### src/rtl/fetch_sequencer_pkg.sv
// Shared definitions for the fetch sequencer and the RAM byte reader:
// control-state codes and opcode constants.
package fetch_sequencer_pkg;

    typedef enum logic [2:0] {
        OPCFT = 3'd0,
        OPLRD = 3'd1,
        ADRD  = 3'd2,
        EXERD = 3'd3,
        EXE   = 3'd4,
        HLT   = 3'd5,
        ERR   = 3'd6
    } state_t;

    // The read-class opcodes carry a memory address in their operand.
    localparam logic [7:0] POP    = 8'h10;
    localparam logic [7:0] MOVRA  = 8'h20;
    localparam logic [7:0] MOVRA4 = 8'h21;
    localparam logic [7:0] MOVRA1 = 8'h22;
    localparam logic [7:0] HALT   = 8'hFF;

endpackage

### src/rtl/fetch_sequencer_if.sv
// Sequencer <-> reader link: control state, address and opcode one way,
// keep-reading flag, RAM data and assembled operand the other.
interface fetch_sequencer_if;
    import fetch_sequencer_pkg::*;

    state_t      cs;
    logic [15:0] add;
    logic [7:0]  opc;
    logic        kp;
    logic [7:0]  d;
    logic [15:0] oprnd;

    modport master (output cs, add, opc, input kp, d, oprnd);
    modport slave  (input cs, add, opc, output kp, d, oprnd);

endinterface

### src/rtl/fetch_sequencer_opclass.sv
// Combinational opcode classifier; shared with the future decoder.
module fetch_sequencer_opclass
    import fetch_sequencer_pkg::*;
(
    input  logic [7:0] opc,
    output logic       is_read,
    output logic       is_halt
);

    always_comb begin
        is_read = 1'b0;
        is_halt = 1'b0;
        case (opc)
            POP, MOVRA, MOVRA4, MOVRA1: is_read = 1'b1;
            HALT:                       is_halt = 1'b1;
            default: ;
        endcase
    end

endmodule

### src/rtl/fetch_sequencer.sv
// Control-state sequencer ahead of the RAM byte reader: owns pc and opcode,
// picks the read address and steps on the reader's keep-reading flag.
module fetch_sequencer
    import fetch_sequencer_pkg::*;
#(
    parameter logic [15:0] RESET_PC = 16'h0000,
    parameter int          INSN_LEN = 8,
    parameter int          MAXW     = 8
) (
    input  logic               clk,
    input  logic               rst_n,
    fetch_sequencer_if.master  bus,
    output logic [15:0]        pc,
    output logic               exe_stb,
    output logic               halted,
    output logic               err
);

    localparam int WDW = $clog2(MAXW + 1);

    state_t         state;
    logic [7:0]     opc_q;
    logic [WDW-1:0] wd_cnt;
    logic           is_read;
    logic           is_halt;

    fetch_sequencer_opclass u_opclass (
        .opc     (opc_q),
        .is_read (is_read),
        .is_halt (is_halt)
    );

    // The watchdog is cleared on every transition into a kp-waiting state;
    // the MAXW-th consecutive busy cycle trips it instead of holding.
    always_ff @(posedge clk) begin
        if (!rst_n) begin
            state  <= OPCFT;
            pc     <= RESET_PC;
            opc_q  <= 8'h00;
            wd_cnt <= '0;
        end else begin
            case (state)
                OPCFT: begin
                    opc_q  <= bus.d;
                    wd_cnt <= '0;
                    state  <= OPLRD;
                end
                OPLRD: begin
                    if (bus.kp) begin
                        if (wd_cnt == WDW'(MAXW - 1)) state <= ERR;
                        else                          wd_cnt <= wd_cnt + WDW'(1);
                    end else begin
                        pc <= pc + 16'(INSN_LEN);
                        if (is_halt)      state <= HLT;
                        else if (is_read) state <= ADRD;
                        else              state <= EXE;
                    end
                end
                ADRD: begin
                    wd_cnt <= '0;
                    state  <= EXERD;
                end
                EXERD: begin
                    if (bus.kp) begin
                        if (wd_cnt == WDW'(MAXW - 1)) state <= ERR;
                        else                          wd_cnt <= wd_cnt + WDW'(1);
                    end else begin
                        state <= EXE;
                    end
                end
                EXE:     state <= OPCFT;
                HLT:     state <= HLT;
                ERR:     state <= ERR;
                default: state <= ERR;
            endcase
        end
    end

    assign bus.cs  = state;
    assign bus.opc = opc_q;
    assign bus.add = (state == ADRD) ? bus.oprnd : pc;
    assign exe_stb = (state == EXE);
    assign halted  = (state == HLT);
    assign err     = (state == ERR);

endmodule

### src/flat_wrapper.sv
// flat-port wrapper written by rule: the top's interface ports become plain ports
module fetch_sequencer_flat import fetch_sequencer_pkg::*;
#(
    parameter logic [15:0] RESET_PC = 16'h0000,
    parameter int          INSN_LEN = 8,
    parameter int          MAXW     = 8
)
  (clk, rst_n, pc, exe_stb, halted, err, bus_cs, bus_add, bus_opc, bus_kp, bus_d, bus_oprnd);
  fetch_sequencer_if bus_i ();
  input  logic clk;
  input  logic rst_n;
  output logic [15:0] pc;
  output logic exe_stb;
  output logic halted;
  output logic err;
  output wire logic [$bits(bus_i.cs)-1:0] bus_cs;
  output wire logic [$bits(bus_i.add)-1:0] bus_add;
  output wire logic [$bits(bus_i.opc)-1:0] bus_opc;
  input wire logic [$bits(bus_i.kp)-1:0] bus_kp;
  input wire logic [$bits(bus_i.d)-1:0] bus_d;
  input wire logic [$bits(bus_i.oprnd)-1:0] bus_oprnd;
  assign bus_cs = bus_i.cs;
  assign bus_add = bus_i.add;
  assign bus_opc = bus_i.opc;
  assign bus_i.kp = bus_kp;
  assign bus_i.d = bus_d;
  assign bus_i.oprnd = bus_oprnd;
  fetch_sequencer #(.RESET_PC(RESET_PC), .INSN_LEN(INSN_LEN), .MAXW(MAXW)) u_core (.clk(clk), .rst_n(rst_n), .bus(bus_i), .pc(pc), .exe_stb(exe_stb), .halted(halted), .err(err));
endmodule
### config.mk
export PLATFORM = sky130hd
export DESIGN_NAME = fetch_sequencer_flat
export DESIGN_NICKNAME = d
export VERILOG_FILES = /design/src/rtl/fetch_sequencer_pkg.sv /design/src/rtl/fetch_sequencer_if.sv /design/src/rtl/fetch_sequencer_opclass.sv /design/src/rtl/fetch_sequencer.sv /design/src/flat_wrapper.sv
export SDC_FILE = /design/constraint.sdc
export NUM_CORES = 1
export LEC_CHECK = 0
export BUFFER_PORTS_ARGS = -buffer_cell sky130_fd_sc_hd__buf_2
export CAP_MARGIN = 20
export CORE_ASPECT_RATIO = 0.6
export CORE_MARGIN = 5
export CORE_UTILIZATION = 42
export DETAILED_ROUTE_END_ITERATION = 8
export PLACE_DENSITY_LB_ADDON = 0.1
export SYNTH_ARGS = -nofsm -noshare
export SYNTH_HDL_FRONTEND = slang
export SYNTH_SLANG_ARGS = --single-unit
### constraint.sdc
create_clock -name clk -period 1.9 [get_ports clk]
set_clock_uncertainty 0.2 [all_clocks]
set_input_delay 0.285 -clock clk [delete_from_list [all_inputs] [get_ports clk]]
set_output_delay 0.285 -clock clk [all_outputs]
set_load 0.01 [all_outputs]
Word level (Yosys, flattened, before mapping)
Index checks and enable logic that the tools add are counted.
{ "classes": {"add_sub_neg": 2, "n_eq_ne": 14, "n_mux": 12, "n_bitwise": 1, "reduce_logical": 7} }
{ "ops": {"columns": ["operator", "count"], "rows": [
  ["equality test 8 x 6 -> 1 bit (second input constant)", 3],
  ["case mux 3 bit (6 select lines)", 1],
  ["adder 16 x 4 -> 16 bit (second input constant)", 1],
  ["2-to-1 mux 16 bit", 1],
  ["2-to-1 mux 3 bit", 5],
  ["equality test 3 bit (second input constant)", 3],
  ["equality test 8 x 5 -> 1 bit (second input constant)", 1],
  ["equality test 8 bit (second input constant)", 1],
  ["2-to-1 mux 4 bit", 2],
  ["case mux 4 bit (2 select lines)", 1],
  ["equality test 3 x 2 -> 1 bit (second input constant)", 2],
  ["adder 4 x 1 -> 4 bit (second input constant)", 1],
  ["equality test 4 x 3 -> 1 bit (second input constant)", 1],
  ["OR reduction 2 bit", 2],
  ["OR reduction 4 bit", 1],
  ["equality test 3 x 1 -> 1 bit (second input constant)", 1],
  ["logical NOT 3 bit", 1],
  ["AND reduction 3 bit", 1],
  ["2-to-1 mux 1 bit", 2],
  ["!= test 2 x 1 -> 1 bit (second input constant)", 1],
  ["!= test 2 bit (second input constant)", 1],
  ["AND reduction 2 bit", 1],
  ["nonzero test 2 bit", 1],
  ["NOT 1 bit", 1]
]} }
{ "totals": {"regBits": 31, "input_bits": 27, "output_inout_bits": 46, "word_cells": 40} }

Longest topological paths before layout
Gate-level depths: netlist of run 1.
{ "depth": {"ltp_word": 7, "depth_mapped": 6, "depth_no_buf": 5} }

By module
A second synthesis of run 1 with hierarchy kept.
{ "unflattened": {"cells_unflattened": 182, "area_unflattened_um2": 1602.8} }
{ "modules_own_cells": {"columns": ["mod", "n_inst", "cells_each", "area_each_um2", "seq_area_each_um2"], "rows": [
  ["fetch_sequencer", 1, 174, 1541.5, 560.5],
  ["fetch_sequencer_opclass", 1, 8, 61.3, 0.0]
]} }

Least setup slack after synthesis of run 1
OpenSTA, ideal clock, no wires.
{ "synth_path": {"kind": "register to output", "startpoint": "reg u_core.state[1] (netlist: u_core.bus.cs[1])", "endpoint": "out bus_add[10]", "arrival_time_ns": 1.637, "t_required_ns": 1.415, "path_slack_ns": -0.222, "path_stages_with_launch": 5, "path_buffers": 2, "path_cell_list": "dfxtp_1 > buf_6 > nor3b_2 > clkbuf_1 > mux2_2"} }
{ "synth_between": {"elab_chain_len": 2} }
{ "synth_lines": {"columns": ["element", "line", "source"], "rows": [
  ["from (decl)", "fetch_sequencer.sv:21", "state_t state;"],
  ["from (signal assigned)", "fetch_sequencer.sv:37", "state <= OPCFT;"],
  ["from (signal assigned)", "fetch_sequencer.sv:46", "state <= OPLRD;"],
  ["from (signal assigned)", "fetch_sequencer.sv:50", "if (wd_cnt == WDW'(MAXW - 1)) state <= ERR;"],
  ["equality test 3 x 2 -> 1 bit", "fetch_sequencer.sv:81", "assign bus.add = (state == ADRD) ? bus.oprnd : pc;"],
  ["2-to-1 mux 16 bit", "fetch_sequencer.sv:81", null],
  ["to (decl)", "flat_wrapper.sv:17", "output wire logic [$bits(bus_i.add)-1:0] bus_add;"]
]} }
Every way passes these cells.

Worst setup path in the final report of run 1
{ "layout_path": {"startpoint": "reg u_core.state[2] (netlist: u_core.bus.cs[2])", "endpoint": "out bus_add[11]"} }
The elaborated chain is that of the path after synthesis.

==> reports/summary.txt, run 1 <==
Status: finished with violations
Violated checks: negative setup slack
CTS Buffer Depth: 2
Final Hold Violating Endpoints: 0
IO Port Bufs: 69
Slew @ Worst Pin: 0.508 ns
H-tree levels: 1
Power density cells: 576 nW/µm²
Final min period: 2.10 ns
DRT Wirelength: 4.11 mm
Hold Crit Class: in2reg
Fin Setup TNS: -2.68 ns
Slew Viols, Final: 0
Routed Antenna Nets: 0
Worst flop-to-flop path endpoint: u_core.pc[12]
Syn. warnings: 0
Routed vias/inst: 5.11
Share of layout cells above drive strength 1: 43.5%
FMAX: 477 MHz
Final WS setup: -0.198 ns
CTS tree: built
Leakage: 0.00105 µW
Via count: 1532
Reg2reg setup slack: 0.08 ns
Worst Setup EP: bus_add[11]
Multiplexer share of the synthesized area: 13.9%
Slew headroom: 66.0%
Post-synthesis sequential area ratio: 36.1%
Global-route wire length before repair: 6.64 mm
Drt drc: 0
Compound-Gate Fraction of Synth Area: 7.98%
Die area: 5050 µm²
Post-synth top flop: dfxtp_1
Ant. Diodes: 0
Clock-pin slew on the worst setup and hold paths: 0.10 ns
WHS: 0.0380 ns
WS Path Type: reg2out
Vias in the first global route: 1389
Synth Cell Area: 1550 µm²
Synth Area in XOR/XNOR: 6.20%
Row cnt: 17
Final #Nets: 283
Initial DRT Pass Iterations: 4
#FFs+latches synth: 28
WP data required: 1.41 ns
Congestion Overflow GR: 0
Hold Buf Count CTS: 0
Critical Path Sink Type: output pin
R2R depth: 5
DIE WIDTH: 88.5 µm
Max-Cap Viols: 0
Post-synth EDFFs: 0
Initial drt markers: 81
VDD IR-drop max: 352 µV
Post-synth ARST share: 0%
Area growth from synthesis to layout: 41.0%
Root Driver: clkbuf_8
Core area: 3620 µm²
Maximum net fanout on the critical path: 13
Startpoint types: flop
Setup violations, final: 16
Syn Area/Cell: 8.92 µm²
Main combinational cell family by area after synthesis: simple AND/OR/NAND/NOR gates
Initial Util: 42.9%
RSZ-0062 raised after global routing: true
WL per Instance: 13.7 µm
Cells after Synth: 174
Yosys cell types: 41
Post-Synth Simple-Gate Area: 28.7%
Critical Path AT: 1.61 ns
Routability Congestion: 0.781
DP HPWL: 3.07 mm
Post-Synth Adder-Cell Area: 1.61%
Skew-Pair Late Insertion Delay: 0.28 ns
TritonCTS Sinks: 28
Die Ht: 57.1 µm
GRT Total Usage: 16.4%
Fin crit share: 110%
Largest net degree at the start of global routing: 22
Filler Cells Inserted: 338
CP startpoint: u_core.bus.cs[2]
Ports: 73
Pre-CTS setup slack: -0.0889 ns
Reg2Reg Launch Point: u_core.bus.cs[2]
Total CTS buffers: 3
Initial antenna violation count: 0
[layout by cell type, fill, tap and decap left out, types with 6 or more instances in the layout]
cell / instances
buf_2: 57
dfxtp_1: 25
nor2_1: 21
nand2_1: 16
buf_6: 13
buf_4: 13
mux2_2: 11
mux2i_1: 8
nand4_1: 8
nor3_1: 7
o21ai_0: 6
xnor2_1: 6
[how the worst min path moves through the flow]
stage | startpoint | to | slack [ns] | cells after the start
2_1_floorplan | bus_d[0] | u_core.bus.opc[0] | 0.23 | 2
3_3_place_gp | u_core.pc[15] | u_core.pc[15] | 0.28 | 2
3_5_place_dp | u_core.wd_cnt[1] | u_core.wd_cnt[1] | 0.29 | 2
4_1_cts | bus_d[5] | u_core.bus.opc[5] | 0.03 | 3
5_1_grt | bus_d[5] | u_core.bus.opc[5] | 0.04 | 3
6_report | bus_d[4] | u_core.bus.opc[4] | 0.04 | 3
[where the power goes]
group | internal, µW | total, µW | leakage (µW) | switching, µW
Clock | 186 | 377 | 0.0000288 | 192
Sequential | 611 | 640 | 0.000229 | 28.6
Combinational | 120 | 244 | 0.000793 | 124
[layout make-up]
type | count | area [µm²] | share of cell area (%)
Tap cell | 47 | 58.8 | 2.69
Inverter | 4 | 15.0 | 0.686
Timing Repair Buffer | 84 | 549 | 25.1
Sequential cell | 28 | 567 | 25.9
Clock buffer | 4 | 55.1 | 2.51
Multi-Input combinational cell | 133 | 945 | 43.1
[registers in the layout (all words and copies together) (netlist names)]
signal and cells:
u_core.pc 13, u_core.bus.cs 3, u_core.bus.opc 8, u_core.wd_cnt 4
[critical path: stages (launching register included)]
cell	delay [ns]
dfxtp_2	0.34
buf_4	0.14
nor3b_4	0.21
buf_12	0.17
mux2_2	0.35
buf_6	0.12
[stage by stage]
step / util [%] / power, µW / instances / area [µm²]
2_1_floorplan: - / 790 / 176 / 1580
3_3_place_gp: 56.1 / 883 / 295 / 2030
3_5_place_dp: 56.1 / 886 / 295 / 2030
4_1_cts: 60.1 / 1270 / 300 / 2170
5_1_grt: 60.6 / 1320 / 300 / 2190
6_report: 60.6 / 1260 / 300 / 2190
[cell usage after synthesis, types with 2 or more instances]
library cell | number | share of area [%]
nor3_1 | 8 | 2.6
nor4_1 | 2 | 0.81
and2_1 | 3 | 1.2
a31oi_1 | 2 | 0.81
nor4_4 | 2 | 2.7
nand2_1 | 16 | 3.9
mux2i_1 | 8 | 5.2
inv_1 | 4 | 0.97
mux2_2 | 12 | 8.7
a21oi_1 | 5 | 1.6
o211ai_1 | 2 | 0.97
xnor2_1 | 6 | 3.4
nor3b_1 | 2 | 0.97
and3_1 | 2 | 0.81
dfxtp_1 | 28 | 36
nand3b_1 | 2 | 0.97
buf_6 | 2 | 1.5
ha_1 | 2 | 1.6
buf_4 | 3 | 1.5
nand4_1 | 8 | 3.2
o21ai_0 | 6 | 1.9
clkbuf_1 | 6 | 1.5
nor2_1 | 21 | 5.1
xor2_1 | 5 | 2.8
[cells by family (layout without fill, tap and decap cells)]
group,after synthesis,count (layout)
buf+inv,15,92
other cells,1,3
simple gates,77,77
mux,20,20
compound gates,20,20
xor+xnor,11,11
flops,28,28
fa+ha+maj,2,2
[repair_timing]
| action | 4_1_cts | 5_1_grt |
|---|---|---|
| endpoints found under the setup margin | 14 | 24 |
| pin swaps | 0 | 1 |
| resized for setup | 14 | 5 |
| setup buffers | 1 | 0 |
[routing by layer]
layer,part of all wire (%),up-vias,GRT usage (%)
met5,0,-,0
met4,0.29,0,1.94
met3,6.3,2,3.46
met2,41,46,24.0
met1,52,713,25.1
li1,-,771,-
Note: power is estimated with default switching activity, not from simulation.
==> inputs of run 2 (changes only) <==
- RECOVER_POWER: unset -> 100
==> run 2 against run 1 <==
Net effect: the flow still finishes with violations (negative setup slack); via count grew 0.26%; worst hold slack gained 0.00052 ns; register-to-register slack lost 0.02 ns; highest routed layer unchanged.
==> reports/summary.txt, run 2 (synthesized netlist as in run 1, its figures left out) <==
CTS tree: built
Max-Cap Viols: 0
Die area: 5050 µm²
Total length of routed met3 wires: 314 µm
Most flop-heavy register: u_core.pc
Status: finished with violations
CTS Buffer Depth: 2
Ports: 73
GRT Total Usage: 16.4%
Final WS setup: -0.196 ns
Initial Util: 42.9%
FMAX: 477 MHz
WP data required: 1.41 ns
Routed vias/inst: 5.12
Final core occ: 58.9%
TritonCTS Sinks: 28
Most frequent cells in the layout: 35 x buf_2, 26 x clkbuf_1, 26 x dfxtp_1
Initial antenna violation count: 0
Slew @ Worst Pin: 0.521 ns
Hold Buf Count CTS: 0
Ant. Diodes: 0
DIE WIDTH: 88.5 µm
Final #Nets: 283
WS Path Type: reg2out
Leakage: 0.000938 µW
H-tree levels: 1
Most common cell after layout, fill and taps aside: buf_2
Slew Viols, Final: 0
Global-route wire length before repair: 6.64 mm
Final Hold Violating Endpoints: 0
RSZ-0062 raised after global routing: true
Skew-Pair Late Insertion Delay: 0.28 ns
Drt drc: 0
M1 wire length: 2.05 mm
Pre-CTS setup slack: -0.0889 ns
Via count: 1536
Congestion Overflow GR: 0
Filler Cells Inserted: 349
DRT Wirelength: 4.07 mm
Total CTS buffers: 3
Largest net degree at the start of global routing: 22
Cell Area, Placed: 2030 µm²
Core area: 3620 µm²
Slew headroom: 65.2%
VDD IR-drop max: 347 µV
Initial drt markers: 90
Power density cells: 585 nW/µm²
Clock-pin slew on the worst setup and hold paths: 0.10 ns
WL per Instance: 13.6 µm
Final min period: 2.10 ns
Row cnt: 17
Max layer used: met4
Maximum net fanout on the critical path: 13
Total power: 1250 µW
Critical Path AT: 1.61 ns
Reg2reg setup slack: 0.06 ns
Initial DRT Pass Iterations: 4
Fin crit share: 110%
Startpoint types: flop
Setup violations, final: 16
Die Ht: 57.1 µm
Critical Path Sink Type: output pin
Root Driver: clkbuf_8
Vias in the first global route: 1389
Routability Congestion: 0.781
Cell area after layout: 2130 µm²
Metal2 WL: 1.69 mm
Hold Crit Class: in2reg
DP HPWL: 3.07 mm
IO Port Bufs: 69
Share of layout cells above drive strength 1: 32.4%
Area growth from synthesis to layout: 37.1%
Violated checks: negative setup slack
Routed Antenna Nets: 0
Max FFs per register: 13
[run 2: cell type report]
cell class / instances / area, µm² / share of cell area (%)
Multi-Input combinational cell: 133 / 940 / 44.1
Timing Repair Buffer: 84 / 495 / 23.3
Clock buffer: 4 / 55.1 / 2.59
Inverter: 4 / 15.0 / 0.705
Sequential cell: 28 / 566 / 26.6
Tap cell: 47 / 58.8 / 2.76
[run 2: path summary, 6_finish.rpt]
| kind | startpoint | to | cells past startpoint |
|---|---|---|---|
| worst max-delay path | u_core.bus.cs[2] | bus_add[11] | 5 |
| worst min-delay path | bus_d[4] | u_core.bus.opc[4] | 3 |
| worst max register to register | u_core.bus.cs[2] | u_core.pc[12] | 5 |
| worst min register to register | u_core.wd_cnt[1] | u_core.wd_cnt[1] | 2 |
[run 2: report_power, final]
part / total, µW / internal [µW] / switching (µW) / leakage (µW)
sequential: 640 / 611 / 28.9 / 0.000229
combinational: 230 / 107 / 123 / 0.000680
clock: 377 / 186 / 191 / 0.0000288
total: 1250 / 904 / 343 / 0.000938
[run 2: critical path, stage by stage, from the launching register on]
cell,delay (ns)
dfxtp_2,0.34
buf_4,0.14
nor3b_4,0.20
buf_12,0.17
mux2_2,0.35
buf_6,0.12
[run 2: repair_timing]
action | 4_1_cts | 5_1_grt
gates resized for setup | 14 | 5
setup endpoints to repair | 14 | 24
buffers inserted | 1 | 0
pin swaps | 0 | 1
endpoints found under the hold margin | 0 | 0
[run 2: layer usage]
layer	vias up	track usage, %
met4	0	1.94
met1	703	25.1
met3	2	3.46
met2	58	24.0
met5	-	0
li1	773	-
[run 2: stage by stage]
stage	hold WS, ns	instances	setup TNS, ns
CTS	0.0337	300	-2.81
detailed placement	0.286	295	-0.165
global route	0.0398	300	-3.78
global placement	0.281	295	0
finish	0.0385	300	-2.65
floorplan	0.232	176	0
